$ cat config.mk
export PLATFORM = sky130hd
export DESIGN_NAME = bus_terminal_fifo
export DESIGN_NICKNAME = d
export VERILOG_FILES = /design/src/rtl/bus_terminal_fifo.sv
export SDC_FILE = /design/constraint.sdc
export NUM_CORES = 1
export LEC_CHECK = 0
export CAP_MARGIN = 10
export CORE_MARGIN = 2
export CORE_UTILIZATION = 58
export DETAILED_ROUTE_END_ITERATION = 10
export PLACE_DENSITY_LB_ADDON = 0.25
export SYNTH_ARGS = -nofsm -noshare
export SYNTH_HDL_FRONTEND = slang
export SYNTH_SLANG_ARGS = --single-unit
$ cat constraint.sdc
create_clock -name clk -period 3.1 [get_ports clk]
set_input_delay 0.31 -clock clk [delete_from_list [all_inputs] [get_ports clk]]
set_output_delay 0.31 -clock clk [all_outputs]
set_load 0.05 [all_outputs]
$ cat src/rtl/bus_terminal_fifo.sv
// Per-terminal bus FIFO: host TX queue presented to the bus, bus RX queue drained by the host.
// Optional destination filtering on received packets is enabled by defining ID_CHECK_EN.
module bus_terminal_fifo #(
    parameter int unsigned pckg_sz  = 16,
    parameter int unsigned depth    = 8,
    parameter logic [7:0]  term_id  = 8'd0,
    parameter logic [7:0]  bcast_id = 8'hFF
) (
    input  logic                     clk,
    input  logic                     reset,
    input  logic                     tx_wr,
    input  logic [pckg_sz-1:0]       tx_data,
    output logic                     tx_full,
    output logic [$clog2(depth):0]   tx_count,
    input  logic                     rx_rd,
    output logic [pckg_sz-1:0]       rx_data,
    output logic                     rx_empty,
    output logic [$clog2(depth):0]   rx_count,
    output logic                     pndng,
    output logic [pckg_sz-1:0]       D_pop,
    input  logic                     pop,
    input  logic                     push,
    input  logic [pckg_sz-1:0]       D_push,
    output logic [7:0]               ovf_cnt,
    output logic                     underflow_err
);

    localparam int unsigned AW   = $clog2(depth);
    localparam logic [AW:0] FULL = (AW + 1)'(depth);

    logic [pckg_sz-1:0] tx_mem [depth];
    logic [pckg_sz-1:0] rx_mem [depth];

    logic [AW-1:0] tx_wr_ptr, tx_rd_ptr, rx_wr_ptr, rx_rd_ptr;
    logic [AW:0]   tx_cnt, rx_cnt;
    logic          armed;

    logic tx_wr_g, pop_g, push_g, rx_rd_g;
    logic tx_pop_ok, tx_wr_ok, tx_drop;
    logic rx_rd_ok, rx_push_ok, rx_drop, rx_id_ok;
    logic underflow_set;
    logic [8:0] ovf_sum;
    logic [7:0] ovf_next;

    // All strobes are masked on the first edge after reset is released.
    assign tx_wr_g = tx_wr & armed;
    assign pop_g   = pop   & armed;
    assign push_g  = push  & armed;
    assign rx_rd_g = rx_rd & armed;

`ifdef ID_CHECK_EN
    assign rx_id_ok = (D_push[pckg_sz-1 -: 8] == term_id) ||
                      (D_push[pckg_sz-1 -: 8] == bcast_id);
`else
    // Every destination is accepted; the ID parameters have no effect here.
    assign rx_id_ok = 1'b1 | (term_id == bcast_id);
`endif

    // A full queue still accepts a write when its head leaves on the same edge.
    assign tx_pop_ok  = pop_g & (tx_cnt != '0);
    assign tx_wr_ok   = tx_wr_g & ((tx_cnt != FULL) | tx_pop_ok);
    assign tx_drop    = tx_wr_g & ~tx_wr_ok;

    assign rx_rd_ok   = rx_rd_g & (rx_cnt != '0);
    assign rx_push_ok = push_g & rx_id_ok & ((rx_cnt != FULL) | rx_rd_ok);
    assign rx_drop    = push_g & ~rx_push_ok;

    assign underflow_set = (pop_g & (tx_cnt == '0)) | (rx_rd_g & (rx_cnt == '0));

    assign ovf_sum  = {1'b0, ovf_cnt} + {8'd0, tx_drop} + {8'd0, rx_drop};
    assign ovf_next = ovf_sum[8] ? 8'hFF : ovf_sum[7:0];

    always_ff @(posedge clk) begin
        if (tx_wr_ok) begin
            tx_mem[tx_wr_ptr] <= tx_data;
        end
        if (rx_push_ok) begin
            rx_mem[rx_wr_ptr] <= D_push;
        end
    end

    always_ff @(posedge clk) begin
        if (reset) begin
            armed         <= 1'b0;
            tx_wr_ptr     <= '0;
            tx_rd_ptr     <= '0;
            tx_cnt        <= '0;
            rx_wr_ptr     <= '0;
            rx_rd_ptr     <= '0;
            rx_cnt        <= '0;
            ovf_cnt       <= '0;
            underflow_err <= 1'b0;
        end else begin
            armed <= 1'b1;

            if (tx_wr_ok) begin
                tx_wr_ptr <= tx_wr_ptr + 1'b1;
            end
            if (tx_pop_ok) begin
                tx_rd_ptr <= tx_rd_ptr + 1'b1;
            end
            case ({tx_wr_ok, tx_pop_ok})
                2'b10:   tx_cnt <= tx_cnt + 1'b1;
                2'b01:   tx_cnt <= tx_cnt - 1'b1;
                default: tx_cnt <= tx_cnt;
            endcase

            if (rx_push_ok) begin
                rx_wr_ptr <= rx_wr_ptr + 1'b1;
            end
            if (rx_rd_ok) begin
                rx_rd_ptr <= rx_rd_ptr + 1'b1;
            end
            case ({rx_push_ok, rx_rd_ok})
                2'b10:   rx_cnt <= rx_cnt + 1'b1;
                2'b01:   rx_cnt <= rx_cnt - 1'b1;
                default: rx_cnt <= rx_cnt;
            endcase

            ovf_cnt <= ovf_next;
            if (underflow_set) begin
                underflow_err <= 1'b1;
            end
        end
    end

    assign tx_full  = (tx_cnt == FULL);
    assign tx_count = tx_cnt;
    assign pndng    = (tx_cnt != '0);
    assign D_pop    = pndng ? tx_mem[tx_rd_ptr] : '0;

    assign rx_empty = (rx_cnt == '0);
    assign rx_count = rx_cnt;
    assign rx_data  = rx_empty ? '0 : rx_mem[rx_rd_ptr];

endmodule

# After elaboration in Yosys (flattened, before gate mapping)
# Memories as Yosys holds them, arrays and structs flattened. A register that Yosys moved wholly into a read port is not among the register bits.
# Index checks and enable logic that the tools add are counted.
word_totals:
  in_bits: 38
  romBits: 0
  ff_bits: 30
  mem_bits_rw: 256
  latch_bits: 0
  mem_count: 2
  output_inout_bits: 52
op_classes:
  n_div: 0
  shift: 0
  multipliers: 0
  n_mux: 14
  n_eq_ne: 7
  order_cmp: 0
  bitwise: 17
  n_reduce_logical: 6
  n_addsub: 10
mem_list:
  columns: ["name", "depth", "word_bits", "rd", "rd_ports_with_merged_regs", "write_ports", "line", "text"]
  rows:
  - ["rx_mem", 8, 16, 1, 1, 1, "32", "logic [pckg_sz-1:0] rx_mem [depth];"]
  - ["tx_mem", 8, 16, 1, 1, 1, "31", "logic [pckg_sz-1:0] tx_mem [depth];"]
ops:
  columns: ["cell", "n"]
  rows:
  - ["$mux W16", 2]
  - ["$pmux W4 S2", 2]
  - ["$add A3 B1 Y3 const B", 4]
  - ["$and A1 B1 Y1", 12]
  - ["$mux W3", 4]
  - ["$add A8 B1 Y9", 1]
  - ["$add A9 B1 Y9", 1]
  - ["$add A4 B1 Y4 const B", 2]
  - ["$logic_not A4 Y1", 2]
  - ["$mux W8", 1]
  - ["$ne A4 B4 Y1 const B", 2]
  - ["$reduce_bool A4 Y1", 2]
  - ["$sub A4 B1 Y4 const B", 2]
  - ["$mux W1", 5]
  - ["$eq A2 B1 Y1 const B", 2]
  - ["$eq A2 B2 Y1 const B", 2]
  - ["$eq A4 B4 Y1 const B", 1]
  - ["$reduce_bool A2 Y1", 2]
  - ["$or A1 B1 Y1", 3]
  - ["$not A1 Y1", 2]

# Logic depth before layout (Yosys ltp)
depth:
  word_depth: 9
  mapped_depth: 11
  ltp_nobuf: 10

# Worst setup path after synthesis
# OpenSTA, ideal clock, no wires.
synth_path:
  kind: "register -> register"
  from: "register rx_cnt[0] (netlist: rx_count[0])"
  to: "memory rx_mem[4][0], enable pin"
  path_slack_ns: 0.049
  path_stages_with_launch: 5
  setup_ns: 0.413
  arrival_ns: 2.638
  required_time_ns: 2.687
  n_path_buf: 0
  synth_period_minus_slack_ns: 3.051
  cell_sequence: "dfxtp_1 -> nor3_1 -> a31oi_2 -> nand2b_1 -> nor3b_1"
synth_via:
  elab_chain_len: 6
  elab_cells_between_ends: 7
synth_lines:
  columns: ["element", "line", "text"]
  rows:
  - ["start: declaration", "35", "logic [AW:0] tx_cnt, rx_cnt;"]
  - ["start signal: assignment", "115", "2'b10: rx_cnt <= rx_cnt + 1'b1;"]
  - ["start signal: assignment", "116", "2'b01: rx_cnt <= rx_cnt - 1'b1;"]
  - ["start signal: assignment", "117", "default: rx_cnt <= rx_cnt;"]
  - ["$reduce_bool A4 Y1", "64", "assign rx_rd_ok = rx_rd_g & (rx_cnt != '0);"]
  - ["$and A1 B1 Y1", "64", null]
  - ["$or A1 B1 Y1 *", "65", "assign rx_push_ok = push_g & rx_id_ok & ((rx_cnt != FULL) | rx_rd_ok);"]
  - ["$and A1 B1 Y1 *", "65", null]
  - ["$mux W1 *", "77", "if (rx_push_ok) begin"]
  - ["$mux W1 (implied by the code) *", "78", "rx_mem[rx_wr_ptr] <= D_push;"]
  - ["end: declaration", "32", null]
# Mark *: on every way between the ends. The rest lies on a longest branch, timed or not.

==> run_results.csv <==
group,metric,value,unit
floorplan,rows,51,
sta,rsz0062_at_grt,"false",
drt,wirelength,22500,microns
logic_synthesis,netlist_instances,616,
logic_synthesis,synth_seq_cells,292,
sta,holdWs,0.464,ns
worst_hold_path,hold_end,"underflow_err$_SDFFE_PP0P_",
critical_path,cp_max_fo,16,
floorplan,pin_count,90,
place,port_buffers,89,
place,gp_congestion,0.818,
logic_synthesis,ys_warn_count,0,
logic_synthesis,avgSynthCellArea,18.7,sq um
cts,cts_tree,"yes",
worst_hold_path,worstHoldStart,"underflow_err$_SDFFE_PP0P_",
cts,root_buffer,"clkbuf_16",
logic_synthesis,synth.distinct_cells,44,
critical_path,reg2reg_from,"tx_count[0]$_SDFFE_PP0P_",
logic_synthesis,synth_edf_count,256,
logic_synthesis,synth_most_common_cell,"edfxtp_1",
logic_synthesis,ys.flop_type,"edfxtp_1",
place,placed_cell_area,12900,sq um
floorplan,core_area,19500,sq um
pwr,seqPwrFrac,0.494,
finish,drive_gt1_frac,0.246,
logic_synthesis,yosysSeqAreaShare,0.730,
cts,numCtsBuffers,29,
sta,period_minus_slack,2.95,ns
worst_hold_path,holdPathStages,2,
sta,fmax,339,MHz
sta,fin_tns_setup,0,ns
cts,cts.repair.resized,1,
floorplan,die_w,145,microns
sta,drv_slew,0,
drt,wl_per_cell,21.6,microns
drt,first_pass_iters,4,
logic_synthesis,syn_area,11500,sq um
grt,grt_usage,0.217,
critical_path,r2r_slack,0.51,ns
critical_path,end_kind,"primary output",
grt,grt_overflow,0,
drt,num_vias,5997,
cts,post_cts_buffers,0,
floorplan,die_y,145,microns
logic_synthesis,synth_top_area_cell,"edfxtp_1",
critical_path,crit_path_start_kind,"flop",
finish,seqCellArea,8410,sq um
cts,cts_sinks,292,
finish,stdcell_area,13900,sq um
critical_path,crit_arrival,2.64,ns
drt,via_per_inst,5.78,
sta,finalCritPeriodShare,0.953,
finish,final_cells,1038,
grt,grt_pass1_wl,35300,microns
critical_path,rr_worst_depth,8,
cts,postCtsHoldBufs,0,
finish,num_antenna_cells,0,
pwr,internal_power,6830,uW
cts,clock_path_buffers,3,
logic_synthesis,yosys-top-cells-area,"edfxtp_1 (67%), mux4_2 (13%), dfxtp_1 (6.3%)",
pwr,power_switching,2030,uW
pwr,powerDensity,636,nW/um^2
cts,clkTransAtPathRegs,0.06,ns
sta,finalHoldViolCount,0,
pwr,pwr-share-clk,0.397,
critical_path,critPathKind,"reg -> out",
sta,max_slew.worst_pin.slew,0.524,ns
flow_run,maxCapViolations,0,
sta,clock_skew,0.00974,ns
cts,insertion_delay,0.54,ns
logic_synthesis,synth_top_cell_area_share,0.667,
pwr,vdd_ir_drop_max,0.000499,V
grt,antenna_found_initial,0,
critical_path,cp.required,2.79,ns
drt,drc,0,
drt,detail-route-antenna-nets,0,
sta,setup_viol,0,
logic_synthesis,syn_nets,667,
finish,synthToLayoutAreaGrowth,20.8,%
pwr,leakage,0.00454,uW
finish,fillers,1216,
sta,relSlewSlack,0.651,
logic_synthesis,async_reset_ff_frac,0,
place,place_hpwl,14000,microns
grt,grt_pass1_vias,6359,
pwr,switching_share,0.229,
floorplan,die-area,21000,sq um
worst_hold_path,hp-class,"reg -> reg",
critical_path,r2r_end,"ovf_cnt[2]$_SDFF_PP0_",
cts,htreeDepth,1,
place,placedCellCount,983,
floorplan,initial_core_util,0.592,
pwr,comb_power_share,0.108,
status,status,"complete, no violations",
drt,drtIter0Drc,370,
finish,nNetsFinal,801,
grt,grt_max_degree,33,
finish,multi_input_area,2970,sq um
logic_synthesis,synth_common_cells,"edfxtp_1 (256), mux4_2 (64), nor2_1 (63), mux2i_1 (37), dfxtp_1 (36)",
## kinds of logic after synthesis
family | synth area share
AO/OA/AOI/OAI | 0.0244
XOR/XNOR | 0.00988
adder cells (fa/ha/maj) | 0.0161
buffers and inverters | 0.0168
flip-flops | 0.730
multiplexers | 0.157
AND/OR/NAND/NOR | 0.0459
## state kept, by name, indices dropped and copies added (netlist names), named ones only
| name | flops |
|---|---|
| tx_count | 4 |
| armed | 1 |
| tx_rd_ptr | 3 |
| rx_rd_ptr | 3 |
| tx_mem | 128 |
| underflow_err | 1 |
| tx_wr_ptr | 3 |
| rx_wr_ptr | 3 |
| rx_count | 4 |
| ovf_cnt | 8 |
| rx_mem | 128 |
## area by class of cell
cell class / instances / area share
inverters: 12 / 0.00323
clock buffers: 38 / 0.0545
repair buffers: 132 / 0.0859
multi-input cells: 283 / 0.214
clock inverters: 16 / 0.0148
flip-flops and latches: 292 / 0.604
well taps: 265 / 0.0238
## through the flow
| step | worst slack [ns] | utilization | total power, uW |
|---|---|---|---|
| floorplan | 0.0492 | - | 5070 |
| global placement | 0.421 | 0.664 | 5390 |
| detailed placement | 0.330 | 0.664 | 5420 |
| CTS | 0.0991 | 0.714 | 8940 |
| global route | 0.0295 | 0.716 | 9140 |
| finish | 0.147 | 0.716 | 8860 |
## power groups by stage
stage | registers, uW | logic [uW] | clock network, uW
4_1_cts | 4380 | 967 | 3590
6_report | 4380 | 959 | 3520
5_1_grt | 4390 | 1010 | 3740
2_1_floorplan | 4470 | 605 | 0
3_5_place_dp | 4460 | 959 | 0
3_3_place_gp | 4460 | 935 | 0
## how the worst max path moves through the flow
stage / cells past startpoint / end / slack, ns / startpoint
finish: 5 / D_pop[0] / 0.15 / flop
detailed placement: 10 / rx_count[3]$_SDFFE_PP0P_ / 0.33 / rx_rd
CTS: 5 / D_pop[0] / 0.1 / flop
floorplan: 4 / rx_mem[4][0]$_DFFE_PP_ / 0.05 / rx_count[0]$_SDFFE_PP0P_
global placement: 10 / rx_count[3]$_SDFFE_PP0P_ / 0.42 / rx_rd
global route: 5 / D_pop[12] / 0.03 / flop
## placed cells by master (no fill, tap or decap), types with 6 or more instances in the layout
master,Yosys,layout
xor2_1,6,6
clkbuf_16,0,29
dfxtp_1,36,34
nand2_1,12,12
mux2i_1,37,37
clkbuf_1,2,9
a21oi_1,22,22
mux4_2,64,64
edfxtp_1,256,256
buf_4,7,65
nor2_1,63,63
inv_1,12,12
xnor2_1,7,7
ha_1,10,10
clkdlybuf4s50_1,0,64
nand3_1,8,8
## metal layers
| metal | global-route usage | part of all wire | up-vias |
|---|---|---|---|
| met4 | 0.0574 | 0.018 | 0 |
| li1 | - | - | 2711 |
| met1 | 0.280 | 0.41 | 3085 |
| met3 | 0.0343 | 0.047 | 41 |
| met2 | 0.388 | 0.53 | 160 |
| met5 | 0 | 0 | - |
## worst max-delay path: stages, from the launching register on
cell and delay, ns:
dfxtp_1 0.51, buf_4 0.32, mux4_2 0.33, mux2i_1 0.16, nor2_1 0.07, clkdlybuf4s50_1 0.71
Note: power is estimated with default switching activity, not from simulation.
==> RTL edit 1, RTL diff (same settings) <==
Register the output `ovf_cnt` once more, with the module's reset; this adds one clock of latency there. The other outputs are not delayed to match.
--- a/src/rtl/bus_terminal_fifo.sv
+++ b/src/rtl/bus_terminal_fifo.sv
@@ -28,4 +28,6 @@
     localparam int unsigned AW   = $clog2(depth);
     localparam logic [AW:0] FULL = (AW + 1)'(depth);
+
+    logic [7:0] ovf_cnt_s0;
 
     logic [pckg_sz-1:0] tx_mem [depth];
@@ -68,5 +70,5 @@
     assign underflow_set = (pop_g & (tx_cnt == '0)) | (rx_rd_g & (rx_cnt == '0));
 
-    assign ovf_sum  = {1'b0, ovf_cnt} + {8'd0, tx_drop} + {8'd0, rx_drop};
+    assign ovf_sum  = {1'b0, ovf_cnt_s0} + {8'd0, tx_drop} + {8'd0, rx_drop};
     assign ovf_next = ovf_sum[8] ? 8'hFF : ovf_sum[7:0];
 
@@ -89,5 +91,5 @@
             rx_rd_ptr     <= '0;
             rx_cnt        <= '0;
-            ovf_cnt       <= '0;
+            ovf_cnt_s0    <= '0;
             underflow_err <= 1'b0;
         end else begin
@@ -118,5 +120,5 @@
             endcase
 
-            ovf_cnt <= ovf_next;
+            ovf_cnt_s0 <= ovf_next;
             if (underflow_set) begin
                 underflow_err <= 1'b1;
@@ -134,4 +136,12 @@
     assign rx_data  = rx_empty ? '0 : rx_mem[rx_rd_ptr];
 
+    always_ff @(posedge clk) begin
+        if (reset) begin
+            ovf_cnt <= '0;
+        end else begin
+            ovf_cnt <= ovf_cnt_s0;
+        end
+    end
+
 endmodule
 
Check against the original RTL: same outputs for any inputs over 4 cycles, from zero or initial values and one cycle with reset high; that may be too few to reach the edited logic, so the function may still have changed.
==> RTL edit 1 against the unedited design <==
- combinational power is 9% higher
- utilization is 0.21 points lower
- maximum frequency is 4.1% higher
- cell area is 0.69% higher
- sequential power is 2% higher
- routed wire length is 1.9% higher
- non-clock buffer count is 7 lower
- clock power is 3% lower
- count of clock-buffer cells in the layout stayed put
- synthesized area is 1.6% higher
- sequential cell count is 8 higher
- power is 1.1% higher
- setup slack better by 0.12 ns
==> RTL edit 1: results (changes against the unedited design) <==
metric,value,unit,change
Post-Syn Nets,680,,+1.9%
Final HPWL DP,14.1,mm,+0.75%
Synth top cells by count,"edfxtp_1, mux4_2, nor2_1",,
mean post-synth cell area,18.6,sq um,-0.55%
total track usage,21.8,%,+0.11 points
critical-path maximum fanout,14,,-2
first-pass GRT wire length,36.0,mm,+2.0%
crit path DAT,2.53,ns,-0.11 ns
"top cells by area, synth","edfxtp_1, mux4_2, dfxtp_1",,
gpl congestion,0.780,,-4.7%
Slew @ Worst Pin,0.660,ns,+0.137 ns
final setup skew,0.00574,ns,-0.00401 ns
post-synthesis sequential area ratio,73.2,%,+0.25 points
TritonRoute pass-1 iters,5,,+1
Post-DP Area,13100,sq um,+1.3%
vias per cell,5.87,,+1.6%
leakage power,4.55,nW,+0.30%
DR vias,6112,,+1.9%
Max VDD drop,0.000472,V,-5.4%
final net count,806,,+0.62%
largest registers,"rx_mem (128), tx_mem (128)",,
vias in the first global route,6391,,+0.50%
First DRT Iteration DRCs,501,,+35%
Netlist cell types,45,,+2.3%
initial antenna violation count,1,,+1
Worst Hold Class,flip-flop to flip-flop,,
Post-synth top flop,edfxtp_1,,
Post-synth EDFFs,256,,unchanged
Routed WL,22.9,mm,+1.9%
share of cells above drive strength 1,24.4,%,-0.22 points
status,"finished, final reports clean",,
filler cell count,1254,,+3.1%
cell count after placement,989,,+0.61%
post_cts resized,0,,-1
## RTL edit 1: area by class of cell
| cell class | count | area, sq um | area share, % |
|---|---|---|---|
| Multi-Input combinational cell | 286 | 3040 | 21.7 |
| Sequential cell | 300 | 8570 | 61.1 |
| Timing Repair Buffer | 125 | 1100 | 7.87 |
| Clock buffer | 38 | 759 | 5.42 |
| Inverter | 13 | 48.8 | 0.348 |
| Clock inverter | 14 | 165 | 1.18 |
| Tap cell | 265 | 332 | 2.36 |
## RTL edit 1: per-layer routing
layer / global-route usage, % / up-vias / part of all wire, %
li1: - / 2731 / -
met1: 28.5 / 3164 / 39
met2: 39.3 / 179 / 54
met3: 3.53 / 36 / 5.4
met4: 4.32 / 2 / 1.7
met5: 0 / - / 0.057
## RTL edit 1: worst max-delay path, cell delays in order (launching register included)
cell and delay (ns):
dfxtp_4 0.52, mux4_2 0.53, mux2i_1 0.17, nor2_1 0.07, clkdlybuf4s50_1 0.71
## RTL edit 1: where the power goes
group	switching [mW]	leakage, nW	internal [mW]
Clock	1.38	0.447	2.04
Sequential	0.0488	2.67	4.43
Combinational	0.664	1.44	0.386
Total	2.10	4.55	6.86
## RTL edit 1: kinds of logic (layout without fill, tap and decap cells)
family	Yosys count	count (layout)	share of synthesized area, %
mux	98	98	15.2
fa+ha+maj	13	13	1.58
compound gates	41	41	2.38
buf+inv	43	190	1.55
flops	300	300	73.2
xor+xnor	14	14	1.05
simple gates	120	120	4.99
## RTL edit 1: path summary, 6_finish.rpt
| path | start | to | slack [ns] | depth (start not counted) |
|---|---|---|---|---|
| setup / recovery | flip-flop | rx_data[11] | 0.26 | 4 |
| hold / removal | underflow_err | underflow_err | 0.48 | 2 |
| setup reg to reg | armed | rx_count[3] | 0.61 | 10 |
| hold reg to reg | underflow_err | underflow_err | 0.48 | 2 |
## RTL edit 1: through the flow
step                worst slack [ns]  hold WS, ns  utilization, %
floorplan                     0.0631        0.409               -
global placement               0.452        0.459            66.6
CTS                           0.0592        0.485            71.3
global route                   0.128        0.513            71.3
finish                         0.263        0.480            71.3
detailed placement             0.324        0.463            66.6
==> RTL edit 2, RTL diff (same settings) <==
Made on the original files. `pckg_sz`: 16 -> 17.
--- a/src/rtl/bus_terminal_fifo.sv
+++ b/src/rtl/bus_terminal_fifo.sv
@@ -2,5 +2,5 @@
 // Optional destination filtering on received packets is enabled by defining ID_CHECK_EN.
 module bus_terminal_fifo #(
-    parameter int unsigned pckg_sz  = 16,
+    parameter int unsigned pckg_sz  = 17,
     parameter int unsigned depth    = 8,
     parameter logic [7:0]  term_id  = 8'd0,
Ports: changed (resized D_pop, D_push, rx_data and tx_data); port bits go from 90 to 94. No check against the original RTL was run, so the function may have changed too.
==> RTL edit 2 against the unedited design <==
- sequential share of layout area increased by 1.0 points
- combinational power increased by 2.9%
- synthesized area grew 5.2%
- cell area rose by 3.9%
- setup slack improved by 0.14 ns
- routed wire length up 4.3%
- first-iteration DRC count rose by 1.4%
- critical path type unchanged
- sequential cell count rose by 16
- utilization decreased by 0.48 points
- die area grew 5.1%
- sequential power rose by 5.5%
- critical path depth did not move
- power up 2.5%
==> RTL edit 2: results (changes against the unedited design) <==
metric,value,unit,change
status,"finished, final reports clean",,
TritonRoute pass-1 iters,5,,+1
XOR/XNOR Fraction of Synth Area,0.939,%,-0.049 points
share of cells above drive strength 1,25.3,%,+0.74 points
crit path max-delay cell type,dfxtp_2,,
gpl congestion,0.811,,-0.87%
final critical-path required period,2.82,ns,-0.135 ns
compound-cell area share of the yosys netlist,2.29,%,-0.15 points
Setup crit end,rx_data[3],,
vias per cell,5.86,,+1.4%
Post-synth EDFFs,272,,+6.3%
Placement Setup Slack,0.312,ns,-0.0174 ns
Synth top cells by count,"edfxtp_1, mux4_2, nor2_1",,
Post-Syn Nets,696,,+4.3%
R2R Path End,ovf_cnt[0],,
Worst path top cell family by delay,multiplexers,,
largest net degree at the start of global routing,35,,+6.1%
cells after synthesis,643,,+4.4%
leakage power,4.70,nW,+3.6%
vias in the first global route,6521,,+2.5%
Synth Area in Adders,1.53,%,-0.079 points
"top cells by area, synth","edfxtp_1, mux4_2, dfxtp_1",,
post-synthesis sequential area ratio,73.3,%,+0.36 points
worst rel slew slack,21.9,%,-43 points
largest registers,"rx_mem (136), tx_mem (136), ovf_cnt (8)",,
final net count,825,,+3.0%
PortBufs,93,,+4.5%
grt met3 use,4.23,%,+0.81 points
First DRT Iteration DRCs,375,,+1.4%
Post-DP Area,13500,sq um,+4.5%
Final HPWL DP,14.2,mm,+1.5%
critical-path maximum fanout,22,,+6
M1 WL,9.03,mm,-1.1%
Max VDD drop,0.000625,V,+25%
worst reg2reg startpoint,tx_count[3],,
first-pass GRT wire length,36.5,mm,+3.4%
R2R setup slack,0.46,ns,-0.05 ns
crit path DAT,2.51,ns,-0.13 ns
post-synthesis mux area share,15.8,%,+0.048 points
"slowest stage delay, CP",0.65,ns,-0.06 ns
post_cts resized,0,,-1
Wirelength per Cell,22.0,um,+1.6%
==> RTL edit 2: cell types whose count changed after synthesis, sizes merged <==
| cell | unedited run | this run |
|---|---|---|
| o21ai | 5 | 6 |
| a21oi | 22 | 23 |
| nand2 | 12 | 13 |
| mux2i | 37 | 38 |
| edfxtp | 256 | 272 |
| mux4 | 64 | 68 |
| buf | 27 | 25 |
| clkbuf | 2 | 6 |
| nor2 | 63 | 64 |
==> RTL edit 2: power groups by stage <==
stage	combinational (mW)	sequential, mW	clock (mW)
2_1_floorplan	0.632	4.71	0
3_3_place_gp	0.972	4.70	0
3_5_place_dp	0.991	4.71	0
4_1_cts	0.997	4.62	3.55
5_1_grt	1.05	4.63	3.71
6_report	0.987	4.62	3.48
==> RTL edit 2: layout make-up <==
type,instances,area [sq um]
Sequential cell,308,8890
Fill cell,1206,5890
Multi-Input combinational cell,292,3090
Timing Repair Buffer,129,1150
Clock buffer,44,885
Tap cell,270,338
Clock inverter,9,72.6
Inverter,12,45.0
Antenna cell,1,2.50
